**config.mk**
```make
export PLATFORM = sky130hd
export DESIGN_NAME = cofi_ctrl
export DESIGN_NICKNAME = d
export VERILOG_FILES = /design/src/rtl/cofi_ctrl.sv
export SDC_FILE = /design/constraint.sdc
export NUM_CORES = 1
export LEC_CHECK = 0
export CORE_MARGIN = 1.5
export CORE_UTILIZATION = 52
export CTS_BUF_LIST = sky130_fd_sc_hd__clkbuf_8
export CTS_CLUSTER_SIZE = 24
export DETAILED_ROUTE_END_ITERATION = 8
export PLACE_DENSITY = 0.84
export SLEW_MARGIN = 40
export SYNTH_ARGS = -nofsm -noshare
export SYNTH_HDL_FRONTEND = slang
export SYNTH_SLANG_ARGS = --single-unit
```
**constraint.sdc**
```tcl
create_clock -name clk -period 3.2 [get_ports clk]
set_clock_uncertainty 0.1 [all_clocks]
set_input_delay 0.96 -clock clk [delete_from_list [all_inputs] [get_ports clk]]
set_output_delay 0.96 -clock clk [all_outputs]
set_load 0.05 [all_outputs]
```
**src/rtl/cofi_ctrl.sv**
```systemverilog
// cofi_ctrl: pixel-enable divider, active line width measurement and
// frame-synchronous enable control for the horizontal blend filter.
module cofi_ctrl #(
  parameter int unsigned DIV_W  = 3,
  parameter int unsigned MEAS_W = 12
) (
  input  logic              clk,
  input  logic              reset,
  input  logic [1:0]        mode,
  input  logic [DIV_W-1:0]  ce_div,
  input  logic [MEAS_W-1:0] auto_thresh,
  input  logic              hblank,
  input  logic              vblank,
  output logic              pix_ce,
  output logic              cofi_enable,
  output logic [MEAS_W-1:0] active_width
);

  typedef enum logic [1:0] {
    S_OFF     = 2'd0,
    S_ARM_ON  = 2'd1,
    S_ON      = 2'd2,
    S_ARM_OFF = 2'd3
  } state_t;

  state_t            state;
  state_t            state_nxt;
  logic [DIV_W-1:0]  div_cnt;
  logic [MEAS_W-1:0] wcnt;
  logic [MEAS_W-1:0] frame_max;
  logic [MEAS_W-1:0] fm;
  logic              hblank_d;
  logic              vblank_d;
  logic              line_end;
  logic              commit;
  logic              want;

  // Pixel-enable divider: one-clk pulse every ce_div+1 clks.
  always_ff @(posedge clk) begin
    if (reset) begin
      div_cnt <= '0;
      pix_ce  <= 1'b0;
    end else if (div_cnt >= ce_div) begin
      div_cnt <= '0;
      pix_ce  <= 1'b1;
    end else begin
      div_cnt <= div_cnt + DIV_W'(1);
      pix_ce  <= 1'b0;
    end
  end

  // Edge detection on sampled blanking and the width committed for this frame.
  always_comb begin
    line_end = pix_ce & hblank & ~hblank_d;
    commit   = pix_ce & vblank & ~vblank_d;
    fm       = frame_max;
    if (line_end && (wcnt > frame_max)) begin
      fm = wcnt;
    end
    want = (fm >= auto_thresh);
  end

  // Active-width measurement, advanced on pixel-enable samples only.
  always_ff @(posedge clk) begin
    if (reset) begin
      wcnt         <= '0;
      frame_max    <= '0;
      hblank_d     <= 1'b1;
      vblank_d     <= 1'b1;
      active_width <= '0;
    end else if (pix_ce) begin
      hblank_d <= hblank;
      vblank_d <= vblank;
      if (hblank) begin
        wcnt <= '0;
      end else if (wcnt != '1) begin
        wcnt <= wcnt + MEAS_W'(1);
      end
      // A line ending on the commit sample is already folded into fm.
      if (commit) begin
        active_width <= fm;
        frame_max    <= '0;
      end else if (line_end && (wcnt > frame_max)) begin
        frame_max <= wcnt;
      end
    end
  end

  // Enable FSM next state; steps only on a frame commit.
  always_comb begin
    state_nxt = state;
    if (commit) begin
      case (mode)
        2'd1: state_nxt = S_ON;
        2'd2: begin
          case (state)
            S_OFF:     state_nxt = want ? S_ARM_ON : S_OFF;
            S_ARM_ON:  state_nxt = want ? S_ON     : S_OFF;
            S_ON:      state_nxt = want ? S_ON     : S_ARM_OFF;
            S_ARM_OFF: state_nxt = want ? S_ON     : S_OFF;
            default:   state_nxt = S_OFF;
          endcase
        end
        default: state_nxt = S_OFF;
      endcase
    end
  end

  // State register; enable is registered from the next state.
  always_ff @(posedge clk) begin
    if (reset) begin
      state       <= S_OFF;
      cofi_enable <= 1'b0;
    end else begin
      state       <= state_nxt;
      cofi_enable <= (state_nxt == S_ON) || (state_nxt == S_ARM_OFF);
    end
  end

endmodule

```
# ---- Yosys cells after proc, flatten, opt, wreduce, memory -nomap -nowiden
# Index checks and enable logic that the tools add are counted.
dict set report classes {
  n_eq_ne 8
  n_reduce_logical 8
  magnitude_cmp 3
  n_addsub 2
  mux 11
  bitwise_logic 6
}
# operator count
set op_table {}
lappend op_table {{$mux W12} 4}
lappend op_table {{$add A12 B1 Y12 const B} 1}
lappend op_table {{$ge A12 B12 Y1} 1}
lappend op_table {{$gt A12 B12 Y1} 1}
lappend op_table {{$ne A12 B12 Y1 const B} 1}
lappend op_table {{$eq A2 B2 Y1 const B} 5}
lappend op_table {{$pmux W2 S3} 1}
lappend op_table {{$and A1 B1 Y1} 4}
lappend op_table {{$eq A2 B1 Y1 const B} 2}
lappend op_table {{$mux W2} 2}
lappend op_table {{$pmux W2 S2} 1}
lappend op_table {{$reduce_and A2 Y1} 2}
lappend op_table {{$reduce_or A2 Y1} 2}
lappend op_table {{$add A3 B1 Y3 const B} 1}
lappend op_table {{$ge A3 B3 Y1} 1}
lappend op_table {{$mux W1} 3}
lappend op_table {{$logic_not A2 Y1} 1}
lappend op_table {{$not A1 Y1} 2}
lappend op_table {{$reduce_bool A2 Y1} 1}
lappend op_table {{$logic_and A1 B1 Y1} 1}
lappend op_table {{$logic_or A1 B1 Y1} 1}
dict set report totals {
  reg_bits 45
  word_cells 47
}

# ---- Logic depth before layout (Yosys ltp)
dict set report logic_depth {
  ltp_word 11
  mapped_depth 15
  mapped_depth_nobuf 14
}

# ---- Least setup slack after synthesis
# Ideal clock, no wire load.
dict set report synth_timing {
  kind {input -> register}
  startpoint {in hblank}
  endpoint {reg state[0]}
  stages 11
  arrival_time_ns 3.137
  path_slack_ns -0.138
  t_required_ns 2.999
  path_cell_list {nand2_1 nor3_2 a21boi_2 buf_6 mux2_4 ha_1 o21ai_0 a221oi_1 o21ai_0 and3_1 o41ai_1}
}
dict set report synth_via {
  elab_chain_len 9
}
# item line_no
set synth_lines {}
lappend synth_lines {{start: declaration} 12} ;# input logic hblank,
lappend synth_lines {{$and A1 B1 Y1 (*) (2 in series)} 54} ;# line_end = pix_ce & hblank & ~hblank_d;
lappend synth_lines {{$logic_and A1 B1 Y1 (*)} 57} ;# if (line_end && (wcnt > frame_max)) begin
lappend synth_lines {{$mux W12 (*)} 57}
lappend synth_lines {{via fm[3]} 31} ;# logic [MEAS_W-1:0] fm;
lappend synth_lines {{$ge A12 B12 Y1 (*)} 60} ;# want = (fm >= auto_thresh);
lappend synth_lines {{$mux W1, on equally long branches} {99, 97}}
lappend synth_lines {{$pmux W2 S3 (*)} 96} ;# case (state)
lappend synth_lines {{$pmux W2 S2 (*)} 93} ;# case (mode)
lappend synth_lines {{$mux W2 (*)} 92} ;# if (commit) begin
lappend synth_lines {{end signal: assignment} 115} ;# state <= state_nxt;
lappend synth_lines {{end: declaration} 26} ;# state_t state;
# The timed path passes the listed nets; every way through them passes the cells marked *.
# A chain may end at the register's enable or synchronous reset.

# ---- Worst setup path in the final report
dict set report layout_timing {
  startpoint {reg frame_max[4]}
  endpoint {reg state[0]}
}
dict set report layout_via {
  elab_chain_len 8
}
# item line_no
set layout_lines {}
lappend layout_lines {{start: declaration} 30} ;# logic [MEAS_W-1:0] frame_max;
lappend layout_lines {{start signal: assignment} 84} ;# frame_max <= wcnt;
lappend layout_lines {{$gt A12 B12 Y1 (*)} 57}
lappend layout_lines {{$logic_and A1 B1 Y1 (*)} 57}
lappend layout_lines {{$mux W12 (*)} 57}
lappend layout_lines {{via fm[8]} 31}
lappend layout_lines {{$ge A12 B12 Y1 (*)} 60}
lappend layout_lines {{$mux W1, on equally long branches} {99, 97}}
lappend layout_lines {{$pmux W2 S3 (*)} 96}
lappend layout_lines {{$pmux W2 S2 (*)} 93}
lappend layout_lines {{$mux W2 (*)} 92}
# Marked as above.

==> impl_metrics.env <==
export IMPL_yosysSeqAreaShare=0.323
export IMPL_hold_buffers=0
export IMPL_cp_cell_sequence="inv_2 > ha_4 > nand4_1 > a211o_1 > a21boi_4 > buf_16 > mux2_2 > ha_1 > a21o_1 > a21o_1 > a21oi_2 > a21oi_1 > o41ai_2"
export IMPL_initial_core_util=0.543
export IMPL_drv_slew=0
export IMPL_tns_ps=-605
export IMPL_pwr_share_seq=0.543
export IMPL_track_usage=0.301
export IMPL_synthesis_instances=326
export IMPL_r2r_start="frame_max[4]"
export IMPL_clkSlewWorstSetupHoldPaths_ps=90
export IMPL_grt_max_degree=18
export IMPL_cp_endpoint="state[0]"
export IMPL_final_nets=446
export IMPL_ys_warn_count=0
export IMPL_r2r_setup_slack_ps=-250
export IMPL_finalCritPeriodShare=1.08
export IMPL_utilization=0.754
export IMPL_crit_type="reg2reg"
export IMPL_die_area_um2=5820
export IMPL_internal_power_uw=789
export IMPL_violations="negative setup slack"
export IMPL_dr_pass1_iters=5
export IMPL_fmax_ghz=0.290
export IMPL_drt_iter0_markers=293
export IMPL_cts_sinks=45
export IMPL_power_density_nw_per_um2=277
export IMPL_min_path_type="reg2reg"
export IMPL_required_ps=3310
export IMPL_routedWlPerCell_um=20.2
export IMPL_p_switching_uw=283
export IMPL_cp_slowest_cell="mux2_2"
export IMPL_cp_startpoint="frame_max[4]"
export IMPL_slew_headroom=0.420
export IMPL_h_tree_depth=2
export IMPL_grt_pass1_vias=2880
export IMPL_synthArstFlopShare=0
export IMPL_timing_max_cap_violations=0
export IMPL_via_per_inst=6.24
export IMPL_hold_viol_final=0
export IMPL_ff2ff_path_depth=13
export IMPL_die_w_um=76.3
export IMPL_synth_edf_count=0
export IMPL_io_pins=35
export IMPL_cts_made_buffers=5
export IMPL_tightestPinTransition_ps=867
export IMPL_cp_slowest_stage_delay_ps=380
export IMPL_ys_ff_latch=45
export IMPL_num_rows=26
export IMPL_grt_pass1_wl_mm=13.7
export IMPL_post_dp_hpwl_mm=5.61
export IMPL_worst_setup_path_end_kind="register"
export IMPL_power_mw=1.07
export IMPL_setup_violations=3
export IMPL_dr_wl_met3_um=809
export IMPL_postRouteAntennaNets=0
export IMPL_syn_area_um2=2790
export IMPL_diodes=0
export IMPL_startpoint_type="register"
export IMPL_wl_met1_mm=3.40
export IMPL_grt_overflow=0
export IMPL_clk_path_buf_depth=2
export IMPL_coreArea_um2=5140
export IMPL_cts_tree="yes"
export IMPL_syn_nets=378
export IMPL_cpMostUsedCell="a21o_1"
export IMPL_die_h_um=76.3
export IMPL_vias=2890
export IMPL_place_area_um2=3450
export IMPL_rsz0062_at_grt="true"
export IMPL_switching_share=0.264
export IMPL_pre_cts_ws_ps=-616
export IMPL_syn_avg_cell_area_um2=8.57
export IMPL_setup_ws_ps=-252
export IMPL_port_buffers=34
export IMPL_cts_root_buf="clkbuf_8"
export IMPL_vdd_ir_drop_max_mv=0.155
export IMPL_gp_congestion=0.867
export IMPL_drive_above_1_share=0.285
export IMPL_drc_errors=0
export IMPL_final_cell_area_um2=3870
export IMPL_cp_arrival_ps=3570
export IMPL_highest_layer="met4"
export IMPL_worstSkewPairLatency_ps=300
export IMPL_p_comb_frac=0.146
export IMPL_area_growth_synth_to_final_pct=38.7
export IMPL_dr_wl_met2_mm=4.66
export IMPL_antenna_found_initial=0
export IMPL_status="finished with violations"
export IMPL_cp_max_fo=6
export IMPL_yosysUniqueCellTypes=43
export IMPL_p_clk_frac=0.311
export IMPL_nFillCells=341
export IMPL_synth_top_flop_cell="dfxtp_1"
export IMPL_min_period_ps=3450
export IMPL_timing_rr_end="state[0]"
export IMPL_power_leakage_nw=1.68
export IMPL_drt_total_wl_mm=9.35
==> synth_stat cells, drive strengths merged, types with 3 or more instances <==
cell | count | share of area
inv | 36 | 0.048
dfxtp | 45 | 0.32
mux2 | 9 | 0.046
xnor2 | 5 | 0.016
nand4 | 19 | 0.043
nor3 | 29 | 0.056
nand2 | 14 | 0.019
ha | 31 | 0.14
o211a | 12 | 0.043
nand3 | 6 | 0.011
buf | 6 | 0.013
a21oi | 13 | 0.023
o21ai | 10 | 0.018
clkbuf | 9 | 0.012
xor2 | 3 | 0.0094
a21o | 5 | 0.013
and3 | 3 | 0.0067
mux2i | 5 | 0.018
and2 | 11 | 0.025
nor2 | 33 | 0.044
==> layout by cell type (no fill, tap or decap), drive strengths merged, types with 12 or more instances in the layout <==
cell / instances
buf: 42
o211a: 12
nor2: 33
a21oi: 13
inv: 36
clkdlybuf4s50: 33
dfxtp: 45
nand2: 14
ha: 31
nor3: 29
nand4: 19
==> logic make-up (layout without fill, tap and decap cells) <==
group / Yosys count / count (layout) / synth area share
compound gates: 51 / 51 / 0.143
xor+xnor: 8 / 8 / 0.0251
fa+ha+maj: 31 / 31 / 0.139
buf+inv: 51 / 118 / 0.0735
flops: 45 / 45 / 0.323
mux: 14 / 14 / 0.0636
simple gates: 126 / 126 / 0.233
==> power by group through the flow <==
stage	logic, mW	registers [mW]	clock network (mW)
2_1_floorplan	0.0706	0.604	0
3_3_place_gp	0.140	0.594	0
3_5_place_dp	0.145	0.595	0
4_1_cts	0.150	0.582	0.332
5_1_grt	0.172	0.584	0.356
6_report	0.157	0.582	0.333
==> registers in the layout, indices dropped and copies added, names as in the netlist <==
name	cells
vblank_d	1
hblank_d	1
frame_max	12
active_width	12
wcnt	12
cofi_enable	1
pix_ce	1
div_cnt	3
state	2
==> worst min path at each step <==
stage / start / slack, ps / endpoint / cells after the start
CTS: state[0] / 390 / state[0] / 2
global route: div_cnt[0] / 430 / div_cnt[0] / 1
detailed placement: state[0] / 380 / state[0] / 2
finish: div_cnt[0] / 390 / div_cnt[0] / 1
global placement: div_cnt[0] / 340 / div_cnt[0] / 1
floorplan: div_cnt[0] / 320 / div_cnt[0] / 1
==> metal layers <==
layer,up-vias,GRT usage
li1,1282,-
met3,62,0.0515
met1,1344,0.340
met2,202,0.536
met4,0,0.163
met5,-,0
==> final cells by class <==
| type | count | area (µm²) | share of cell area |
|---|---|---|---|
| flip-flops and latches | 45 | 913 | 0.236 |
| multi-input cells | 230 | 1970 | 0.509 |
| inverters | 36 | 135 | 0.0349 |
| clock inverters | 1 | 5.00 | 0.00129 |
| well taps | 70 | 87.6 | 0.0226 |
| repair buffers | 76 | 691 | 0.178 |
| clock buffers | 5 | 68.8 | 0.0178 |
==> critical path: cells and delay by family (launching register included) <==
| family | cells | cell delay (ps) |
|---|---|---|
| adder cells (fa/ha/maj) | 2 | 500 |
| AND/OR/NAND/NOR | 1 | 220 |
| buffers and inverters | 2 | 240 |
| flip-flops | 1 | 350 |
| AO/OA/AOI/OAI | 7 | 1570 |
| multiplexers | 1 | 380 |
==> repair_timing <==
action,4_1_cts,5_1_grt
pin swaps,20,11
endpoints found under the hold margin,0,0
endpoints found under the setup margin,3,3
setup buffers,4,2
gates resized for setup,41,15
cloned,1,0
==> per-stage QoR <==
stage,std cells,hold slack [ps]
global route,463,431
detailed placement,450,377
finish,463,392
global placement,450,336
CTS,461,391
floorplan,326,317
Note: power is estimated with default switching activity, not from simulation.
